`src/rtl/fir_adv_pkg.sv`:
```
// Shared defaults and state encoding for the 3-parallel FIR front-end controller.
package fir_adv_pkg;

  localparam int FIR_NBIT      = 14;
  localparam int FIR_NTAP      = 11;
  localparam int FIR_DRAIN_CYC = 4;
  localparam int CW_AW         = 4;

  typedef enum logic [1:0] {
    RUN,
    ALIGN,
    DRAIN,
    SWAP
  } state_t;

endpackage

```
`src/rtl/fir_coef_bank.sv`:
```
// Double-buffered coefficient register file: host writes the shadow copy,
// a single swap strobe copies every shadow tap into the active copy at once.
module fir_coef_bank
  import fir_adv_pkg::*;
#(
  parameter int NBIT = FIR_NBIT,
  parameter int NTAP = FIR_NTAP
) (
  input  logic                 clk,
  input  logic                 rst,
  input  logic                 wr_en,
  input  logic [CW_AW-1:0]     wr_addr,
  input  logic [NBIT-1:0]      wr_data,
  input  logic                 swap,
  output logic [NTAP*NBIT-1:0] bout
);

  logic [NBIT-1:0] shadow [NTAP];
  logic [NBIT-1:0] active [NTAP];
  logic            wr_hit;

  assign wr_hit = wr_en && (int'({1'b0, wr_addr}) < NTAP);

  always_ff @(posedge clk or posedge rst) begin
    if (rst) begin
      for (int i = 0; i < NTAP; i++) shadow[i] <= '0;
    end else if (wr_hit) begin
      shadow[wr_addr] <= wr_data;
    end
  end

  // A write landing on the swap edge is not seen by the copy; it stays in shadow.
  always_ff @(posedge clk or posedge rst) begin
    if (rst) begin
      for (int i = 0; i < NTAP; i++) active[i] <= '0;
    end else if (swap) begin
      for (int i = 0; i < NTAP; i++) active[i] <= shadow[i];
    end
  end

  always_comb begin
    bout = '0;
    for (int i = 0; i < NTAP; i++) bout[i*NBIT +: NBIT] = active[i];
  end

endmodule

```
`src/rtl/fir_adv_ctrl.sv`:
```
// Serial-to-triplet packer plus commit FSM that drains the FIR before
// swapping coefficients, so no output ever mixes old and new taps.
module fir_adv_ctrl
  import fir_adv_pkg::*;
#(
  parameter int NBIT      = FIR_NBIT,
  parameter int NTAP      = FIR_NTAP,
  parameter int DRAIN_CYC = FIR_DRAIN_CYC
) (
  input  logic                   CLK,
  input  logic                   RST,
  input  logic signed [NBIT-1:0] DIN,
  input  logic                   VIN,
  output logic                   RDY,
  input  logic                   CW_EN,
  input  logic [CW_AW-1:0]       CW_ADDR,
  input  logic [NBIT-1:0]        CW_DATA,
  input  logic                   CW_COMMIT,
  output logic signed [NBIT-1:0] DOUT3k,
  output logic signed [NBIT-1:0] DOUT3k1,
  output logic signed [NBIT-1:0] DOUT3k2,
  output logic                   VOUT,
  output logic [NTAP*NBIT-1:0]   BOUT,
  output logic                   BUSY
);

  localparam int CNT_W = $clog2(DRAIN_CYC + 1);

  state_t                 state, state_nxt;
  logic [1:0]             phase, phase_nxt;
  logic signed [NBIT-1:0] slot0, slot1;
  logic                   accept, last_acc;
  logic                   pend, commit_req, swap;
  logic [CNT_W-1:0]       drain_cnt;

  assign accept     = VIN && RDY;
  assign last_acc   = accept && (phase == 2'd2);
  assign phase_nxt  = accept ? ((phase == 2'd2) ? 2'd0 : phase + 2'd1) : phase;
  assign commit_req = CW_COMMIT || pend;

  always_ff @(posedge CLK or posedge RST) begin
    if (RST) begin
      phase   <= '0;
      slot0   <= '0;
      slot1   <= '0;
      DOUT3k  <= '0;
      DOUT3k1 <= '0;
      DOUT3k2 <= '0;
      VOUT    <= 1'b0;
    end else begin
      VOUT  <= last_acc;
      phase <= phase_nxt;
      if (accept && phase == 2'd0) slot0 <= DIN;
      if (accept && phase == 2'd1) slot1 <= DIN;
      if (last_acc) begin
        DOUT3k  <= slot0;
        DOUT3k1 <= slot1;
        DOUT3k2 <= DIN;
      end
    end
  end

  always_ff @(posedge CLK or posedge RST) begin
    if (RST) state <= RUN;
    else     state <= state_nxt;
  end

  // The drain count starts on entry, so a triplet emitted on that edge is drain cycle 0.
  always_ff @(posedge CLK or posedge RST) begin
    if (RST) begin
      drain_cnt <= '0;
      pend      <= 1'b0;
    end else begin
      if (state_nxt == DRAIN && state != DRAIN)
        drain_cnt <= CNT_W'(DRAIN_CYC - 1);
      else if (state == DRAIN && drain_cnt != '0)
        drain_cnt <= drain_cnt - 1'b1;

      if (CW_COMMIT && state != RUN) pend <= 1'b1;
      else if (state == RUN)         pend <= 1'b0;
    end
  end

  // Alignment is judged on the phase after this cycle's accept, so a
  // commit arriving alongside a sample never leaves a partial triplet.
  always_comb begin
    state_nxt = state;
    case (state)
      RUN:     if (commit_req) state_nxt = (phase_nxt != 2'd0) ? ALIGN : DRAIN;
      ALIGN:   if (last_acc) state_nxt = DRAIN;
      DRAIN:   if (drain_cnt == '0) state_nxt = SWAP;
      SWAP:    state_nxt = RUN;
      default: state_nxt = RUN;
    endcase
  end

  always_comb begin
    RDY  = 1'b0;
    BUSY = 1'b1;
    swap = 1'b0;
    case (state)
      RUN: begin
        RDY  = 1'b1;
        BUSY = pend;
      end
      ALIGN:   RDY  = 1'b1;
      DRAIN:   RDY  = 1'b0;
      SWAP:    swap = 1'b1;
      default: BUSY = 1'b1;
    endcase
  end

  fir_coef_bank #(
    .NBIT(NBIT),
    .NTAP(NTAP)
  ) u_bank (
    .clk    (CLK),
    .rst    (RST),
    .wr_en  (CW_EN),
    .wr_addr(CW_ADDR),
    .wr_data(CW_DATA),
    .swap   (swap),
    .bout   (BOUT)
  );

endmodule

```
`config.mk`:
```
export PLATFORM = sky130hd
export DESIGN_NAME = fir_adv_ctrl
export DESIGN_NICKNAME = d
export VERILOG_FILES = /design/src/rtl/fir_adv_pkg.sv /design/src/rtl/fir_coef_bank.sv /design/src/rtl/fir_adv_ctrl.sv
export SDC_FILE = /design/constraint.sdc
export NUM_CORES = 1
export LEC_CHECK = 0
export CAP_MARGIN = 10
export CORE_MARGIN = 8
export CORE_UTILIZATION = 45
export CTS_CLUSTER_DIAMETER = 80
export CTS_CLUSTER_SIZE = 24
export DETAILED_ROUTE_END_ITERATION = 6
export GPL_ROUTABILITY_DRIVEN = 1
export GPL_TIMING_DRIVEN = 0
export PLACE_DENSITY = 0.82
export RECOVER_POWER = 100
export SLEW_MARGIN = 20
export SYNTH_ARGS = -nofsm -noshare
export SYNTH_HDL_FRONTEND = slang
export SYNTH_SLANG_ARGS = --single-unit
```
`constraint.sdc`:
```
create_clock -name CLK -period 12.3 [get_ports CLK]
set_input_delay 1.845 -clock CLK [delete_from_list [all_inputs] [get_ports CLK]]
set_output_delay 1.845 -clock CLK [all_outputs]
set_load 0.01 [all_outputs]
```
# Word-level counts from Yosys, hierarchy flattened
# Cells that the tools add are included.
# W data, S select, Z words.
# word_totals
register_bits	387
inputBits	37
out_inout_bits	199
wordCells	81
# op_classes
add_sub_neg	2
n_lt_le_gt_ge	3
n_eq_ne	7
n_mux	17
bitwise_logic	1
n_reduce_logical	19
# ops
op	n
$bwmux W154	1
$demux W14 S4	1
$mux W14	1
$mux W2	6
$logic_and A1 B1 Y1	9
$eq A2 B2 Y1 const B	4
$pmux W2 S4	1
$reduce_bool A2 Y1	4
$mux W3	2
$ge A5 B5 Y1 const B	1
$lt A5 B1 Y1 const B	1
$mux W1	5
$not A4 Y5	1
$eq A2 B1 Y1 const B	2
$logic_not A2 Y1	2
$lt A4 B4 Y1 const B	1
$logic_not A3 Y1	1
$reduce_bool A3 Y1	1
$sub A3 B1 Y3 const B	1
$add A2 B1 Y2 const B	1
$ne A2 B2 Y1 const B	1
$reduce_or A2 Y1	1
$logic_or A1 B1 Y1	1

# Longest topological paths before layout
# depth
word_depth	12
ltp_mapped	6

# Modules after synthesis
# From an unflattened synthesis, not the netlist that was laid out.
# hier_totals
cells_unflattened	877
area_unflattened_um2	14804.2
# modules_own_cells
module	instances	cells_each	area_each_um2
fir_coef_bank	1	677	11603.6
fir_adv_ctrl	1	200	3200.6

# Least setup slack after synthesis
# OpenSTA, ideal clock, no wires.
# synth_timing
path_type	input -> register
start	in CW_ADDR[2]
end	reg u_bank.shadow[28] (netlist name)
setup_ps	128
t_arrival_ps	2935
t_required_ps	12172
path_slack_ps	9237
stages	5
n_path_buf	2
cell_sequence	nand3b_1 > or3_1 > clkbuf_1 > buf_4 > mux2_1
# synth_via
elab_chain_cells	6
# synth_rtl
element	line	text
from (decl)	fir_adv_ctrl.sv:16	input logic [CW_AW-1:0] CW_ADDR,
$not A4 Y5 (not written as such)	fir_coef_bank.sv:28	shadow[wr_addr] <= wr_data;
$ge A5 B5 Y1 (not written as such) / $lt A5 B1 Y1 (equally long branches)	fir_coef_bank.sv:28	
$logic_and A1 B1 Y1 (not written as such)	fir_coef_bank.sv:28	
$mux W14 (not written as such)	fir_coef_bank.sv:28	
$demux W14 S4	fir_coef_bank.sv:28	
$bwmux W154	fir_coef_bank.sv:28	
to (signal, indexed assignment)	fir_coef_bank.sv:28	
to (decl)	fir_coef_bank.sv:18	logic [NBIT-1:0] shadow [NTAP];
# Several ways; a longest one is shown, not always the timed one.
# A chain may end at the register's enable or synchronous reset.

==> summary.md <==
| Metric | Value |
|---|---|
| Mapped Nets | `914` |
| Pwr Total | `4.26 mW` |
| Core box area | `0.0322 mm²` |
| Gate power share | `36.4%` |
| Final hold viol count | `0` |
| Fin crit period | `7.06 ns` |
| VDD IR max | `106 µV` |
| GR Layer Usage met1 | `22.5%` |
| # fillers | `2,570` |
| Cells after synthesis | `875` |
| GR peak layer | `met2` |
| Seq/Total Area, Yosys | `66.5%` |
| Mapped cell area | `0.0146 mm²` |
| MaxCap Viol Count | `7` |
| TritonCTS clock tree | `done` |
| Max Slew Vio Count | `231` |
| Worst slew pin tran | `1.92 ns` |
| Worst-case clock buffer depth | `3` |
| Post-route cell area | `0.0180 mm²` |
| CP endpoint kind | `asynchronous set/reset pin` |
| Clock Power Share | `16.6%` |
| Nets | `1,185` |
| CP max stage delay | `1.46 ns` |
| Slew headroom | `-28.0%` |
| F_max | `142 MHz` |
| Total GRT Usage | `17.8%` |
| Count of cell types in the netlist | `30` |
| H-Tree Depth | `1` |
| Top-level I/O count | `236` |
| Post-Route Utilization | `55.9%` |
| Synth warnings | `0` |
| Pin count of the biggest net entering global routing | `36` |
| Register share of total power | `47.1%` |
| DRC | `0` |
| Initial Utilization | `45.2%` |
| Post-Syn Area per Cell | `16.6 µm²` |
| Final ANT Viol Nets | `0` |
| Hold-fix buffer count after cts | `0` |
| Part of the cycle the worst path needs | `57.4%` |
| Synthesized flop and latch total | `387` |
| Commonest non-fill, non-tap cell in the layout | `dfrtp_1` |
| Slowest cell on crit path | `clkbuf_1` |
| Layout cell share with drive strength beyond 1 | `33.2%` |
| Via count | `8,109` |
| Buf/Inv on CP | `8` |
| Pleak | `8.08 nW` |
| Routed WL | `34,400 µm` |
| Area Growth Syn to Fin | `23.6%` |
| Dpl hpwl | `25,100 µm` |
| CTS Sinks | `387` |
| Grt met3 use | `2.31%` |
| WP data required | `13.03 ns` |
| Worst Path Arrival | `7.79 ns` |
| Avg WL per Cell | `22.1 µm` |
| Sw Share | `30.5%` |
| DR vias/cell | `5.20` |
| GRT overflow | `0` |
| Worst path cell trace | `dlygate4sd3_1 -> clkinvlp_4 -> clkbuf_1 -> clkbuf_1 -> clkbuf_1 -> buf_12 -> clkbuf_1 -> buf_12` |
| Drt first-iter violations | `271` |
| Drt pass-1 iters | `4` |
| Outcome | `finished, violations left` |
| Switch Pwr | `1.30 mW` |
| Die Ht | `196 µm` |
| CTS buffer count | `20` |
| RSZ-0062 raised after global routing | `false` |
| Most frequent cells in the layout | `387 x dfrtp_1, 353 x mux2_2, 204 x dlygate4sd3_1` |
| Largest delay contributor family on the critical path | `buffers and inverters` |
| Pwr Density | `237 mW/mm²` |
| I/O Buffers | `235` |
| Die Width | `196 µm` |
| TNS Setup | `0 ns` |
| M2 GR Usage | `31.4%` |
| Root Driver | `clkbuf_16` |
| Critical path class | `in -> async` |
| Final setup violation count | `0` |
| Failing checks | `capacitance limit, slew limit` |
| CP max FO | `35` |
| Initial antenna violation count | `1` |
| Die Area | `0.0384 mm²` |
| Clock skew | `0.0132 ns` |
| Cell-internal power | `2.97 mW` |
| Placed Instance Area | `0.0177 mm²` |
| Gp weighted congestion | `0.776` |
| Number of global-route vias before repair | `8,802` |
| CTS resizes | `0` |
| First-pass GRT wire length | `53,200 µm` |
| Startpoint Class | `input pin` |
| Setup repair bufs after CTS | `0` |
| # rows | `66` |
| Clock Latency Late Sink | `0.52 ns` |
| Most used cell, CP | `clkbuf_1` |
| Hold Crit Class | `reg -> reg` |
| Clock-pin slew on the worst setup and hold paths | `0.09 ns` |
[layout make-up]
cell class	count	area [µm²]	area share, %
Sequential cell	387	9680	53.8
Antenna cell	1	2.50	0.0139
Clock buffer	23	543	3.02
Multi-Input combinational cell	430	4580	25.4
Buffer	53	200	1.11
Clock inverter	2	23.8	0.132
Inverter	5	22.5	0.125
Timing Repair Buffer	249	2440	13.5
Tap cell	408	510	2.84
[power by group through the flow]
stage	clock [mW]	sequential (mW)	combinational [mW]
floorplan	0	2.13	0.694
global placement	0	2.02	1.65
detailed placement	0	2.05	1.71
CTS	0.729	2.02	1.72
global route	0.770	2.07	1.66
finish	0.707	2.01	1.55
[flip-flops by register name, indices dropped and copies added (netlist names)]
register and count:
slot1 14, DOUT3k1 14, DOUT3k2 14, slot0 14, u_bank.bout 154, phase 2
VOUT 1, u_bank.shadow 154, DOUT3k 14, drain_cnt 3, state 2, pend 1
[kinds of logic after synthesis]
group,count (synthesis),synth area share [%]
adders and majority gates,2,0.172
muxes,380,29.4
buffers and inverters,58,1.91
DFF,387,66.5
and+or+nand+nor,39,1.61
AOI/OAI and AO/OA,9,0.455
[synth_stat cells]
cell type / count / area [µm²]
a211o_1: 1 / 8.76
mux2_1: 21 / 236
nand2b_4: 1 / 13.8
dfrtp_1: 387 / 9680
nor4bb_1: 1 / 10.0
mux2i_1: 2 / 20.0
a311oi_1: 1 / 8.76
nor2_1: 12 / 45.0
nand3b_1: 6 / 45.0
buf_2: 33 / 165
mux2_2: 357 / 4020
or2_2: 1 / 6.26
buf_6: 1 / 11.3
nor3b_2: 2 / 25.0
inv_1: 5 / 18.8
ha_1: 2 / 25.0
o41ai_1: 1 / 8.76
or3_1: 4 / 25.0
clkbuf_1: 16 / 60.1
nor3_2: 1 / 10.0
o21ai_0: 1 / 5.00
nor2b_1: 1 / 6.26
a21oi_1: 1 / 5.00
a21boi_0: 1 / 7.51
a21o_1: 2 / 15.0
o211ai_1: 1 / 7.51
nand2b_1: 3 / 18.8
buf_4: 3 / 22.5
nand2_1: 6 / 22.5
and3_1: 1 / 6.26
[stage by stage]
stage               std cells  hold WS (ns)  worst slack (ns)
floorplan                 875         0.454              5.25
global placement         1518         0.465              2.95
detailed placement       1532         0.476              8.24
CTS                      1557         0.498              8.46
global route             1557         0.512              4.29
finish                   1558         0.497              5.24
[layer usage]
metal	part of all wire [%]	wire length, µm
met5	0	0
met4	3.4	1170
met1	42	14400
met3	3.5	1210
met2	51	17700
[final timing paths]
path / from / cells after the start / end / slack (ns)
worst max-delay path: RST / 8 / u_bank.shadow[56] / 5.24
worst min-delay path: u_bank.shadow[92] / 1 / u_bank.shadow[92] / 0.50
worst max register to register: state[0] / 5 / u_bank.bout[51] / 9.53
worst min register to register: u_bank.shadow[92] / 1 / u_bank.shadow[92] / 0.50
max in group CLK: CW_EN / 6 / u_bank.shadow[99] / 8.18
min in group asynchronous: RST / 3 / u_bank.bout[18] / 2.30
Power figures use the tool's default switching activity.
==> patch: new RTL, same settings <==
Encoding of `state_t`: now Gray code (2 bits for 4 states).
--- a/src/rtl/fir_adv_pkg.sv
+++ b/src/rtl/fir_adv_pkg.sv
@@ -7,10 +7,10 @@
   localparam int CW_AW         = 4;
 
   typedef enum logic [1:0] {
-    RUN,
-    ALIGN,
-    DRAIN,
-    SWAP
+    RUN   = 2'b00,
+    ALIGN = 2'b01,
+    DRAIN = 2'b11,
+    SWAP  = 2'b10
   } state_t;
 
 endpackage
Check against the original RTL: no difference found for any inputs over 4 cycles, from zero or initial values and one cycle with RST high; so few cycles prove little.
==> patch against the unedited design <==
- the run still ends with capacitance limit, slew limit left
- highest routed layer unchanged
- design area grew 0.34%
- combinational power is 14% lower
- setup slack improved by 0.12 ns
- largest power group unchanged
- sequential cell count did not move
- worst hold slack better by 0.0049 ns
- total power fell by 4.6%
- synthesized area is 0.61% higher
- non-clock buffer count decreased by 2
- clock power rose by 6.4%
- routed wire length fell by 1.7%
- core utilization about the same
==> patch: results (changes against the unedited design) <==
metric	value	unit	change
status	finished with violations		unchanged
violated checks	capacitance limit, slew limit		unchanged
sequential cell area share	53.61	%	was 53.79%
die width	196.5	um	was 195.9 um
fraction of layout cells with a size suffix above 1	34.03	%	was 33.25%
dpl cells	1563		was 1532
clock-cell share of area	3.491	%	was 3.148%
synth unique cells	27		was 30
Min-Delay Endpoint	u_bank.shadow[126]		was u_bank.shadow[92]
metal2 WL	15970	um	was 17680 um
Slew Limit Fails	294		was 231
synth top area cells	dfrtp_1, mux2_2, mux2_4, buf_2, buf_4		was dfrtp_1, mux2_2, mux2_1, buf_2, clkbuf_1
Signal buffers	300		was 302
Crit path arrival time	7.37	ns	was 7.79 ns
M1 WL	14380	um	about the same
met3 track demand over resource	5.441	%	was 2.313%
Routed WL	33870	um	was 34440 um
met1 Use GR	22.32	%	was 22.54%
Inverters excl. clock	4		was 5
Largest stage delay, worst path	1.26	ns	was 1.46 ns
placer's final routability congestion estimate	0.7721		was 0.7762
cts bufs inserted	21		was 20
Slew @ Worst Pin	1.784	ns	was 1.920 ns
Tot Pwr	4.069	mW	was 4.263 mW
nets	1183		was 1185
Cells after Synth	873		was 875
Detail Route met3 WL	2768	um	was 1214 um
initial antenna violation count	0		was 1
clock skew	0.01141	ns	was 0.01316 ns
RR Endpoint	u_bank.bout[42]		was u_bank.bout[51]
hold_ws	0.5017	ns	was 0.4968 ns
first-pass GRT wire length	52460	um	was 53160 um
ANT cells	0		was 1
vias in the first global route	8905		was 8802
dpl ws	8.178	ns	was 8.241 ns
via count	8088		was 8109
LEAKAGE	8.206	nW	was 8.080 nW
initial DRC count	266		was 271
# clk buffers	24		was 23
Clk pwr share	18.5	%	was 16.6%
Post-DP HPWL	24680	um	was 25150 um
Synth Area in Compound Gates	0.3245	%	was 0.4553%
post-synthesis adder-cell area fraction	0.1708	%	was 0.1718%
MaxCap Viol Count	9		was 7
most frequent cells after synthesis	dfrtp_1, mux2_2, buf_2		unchanged
mux cell area share after synthesis	29.64	%	was 29.36%
## patch: cell types whose count changed in the layout (fill, tap and decap cells not counted), sizes merged, moves of 2 or more
cell | before | now
buf | 3 | 1
nand3 | 0 | 2
and3b | 0 | 2
clkinv | 1 | 3
o21ai | 1 | 3
nand4 | 0 | 2
mux2i | 2 | 0
nand2 | 6 | 4
nand3b | 6 | 4
nor3 | 1 | 3
## patch: worst max-delay path by stage
| stage | from | to | slack (ns) |
|---|---|---|---|
| global placement | RST | u_bank.shadow[8] | 2.96 |
| finish | RST | u_bank.shadow[3] | 5.36 |
| detailed placement | CW_ADDR[3] | u_bank.shadow[45] | 8.18 |
| global route | RST | u_bank.shadow[6] | 4.30 |
| floorplan | RST | DOUT3k1[0] | 5.25 |
| CTS | state[1] | BUSY | 8.45 |
## patch: critical path: cells and delay by family
| family | cells | cell delay (ns) |
|---|---|---|
| buffers and inverters | 6 | 5.49 |
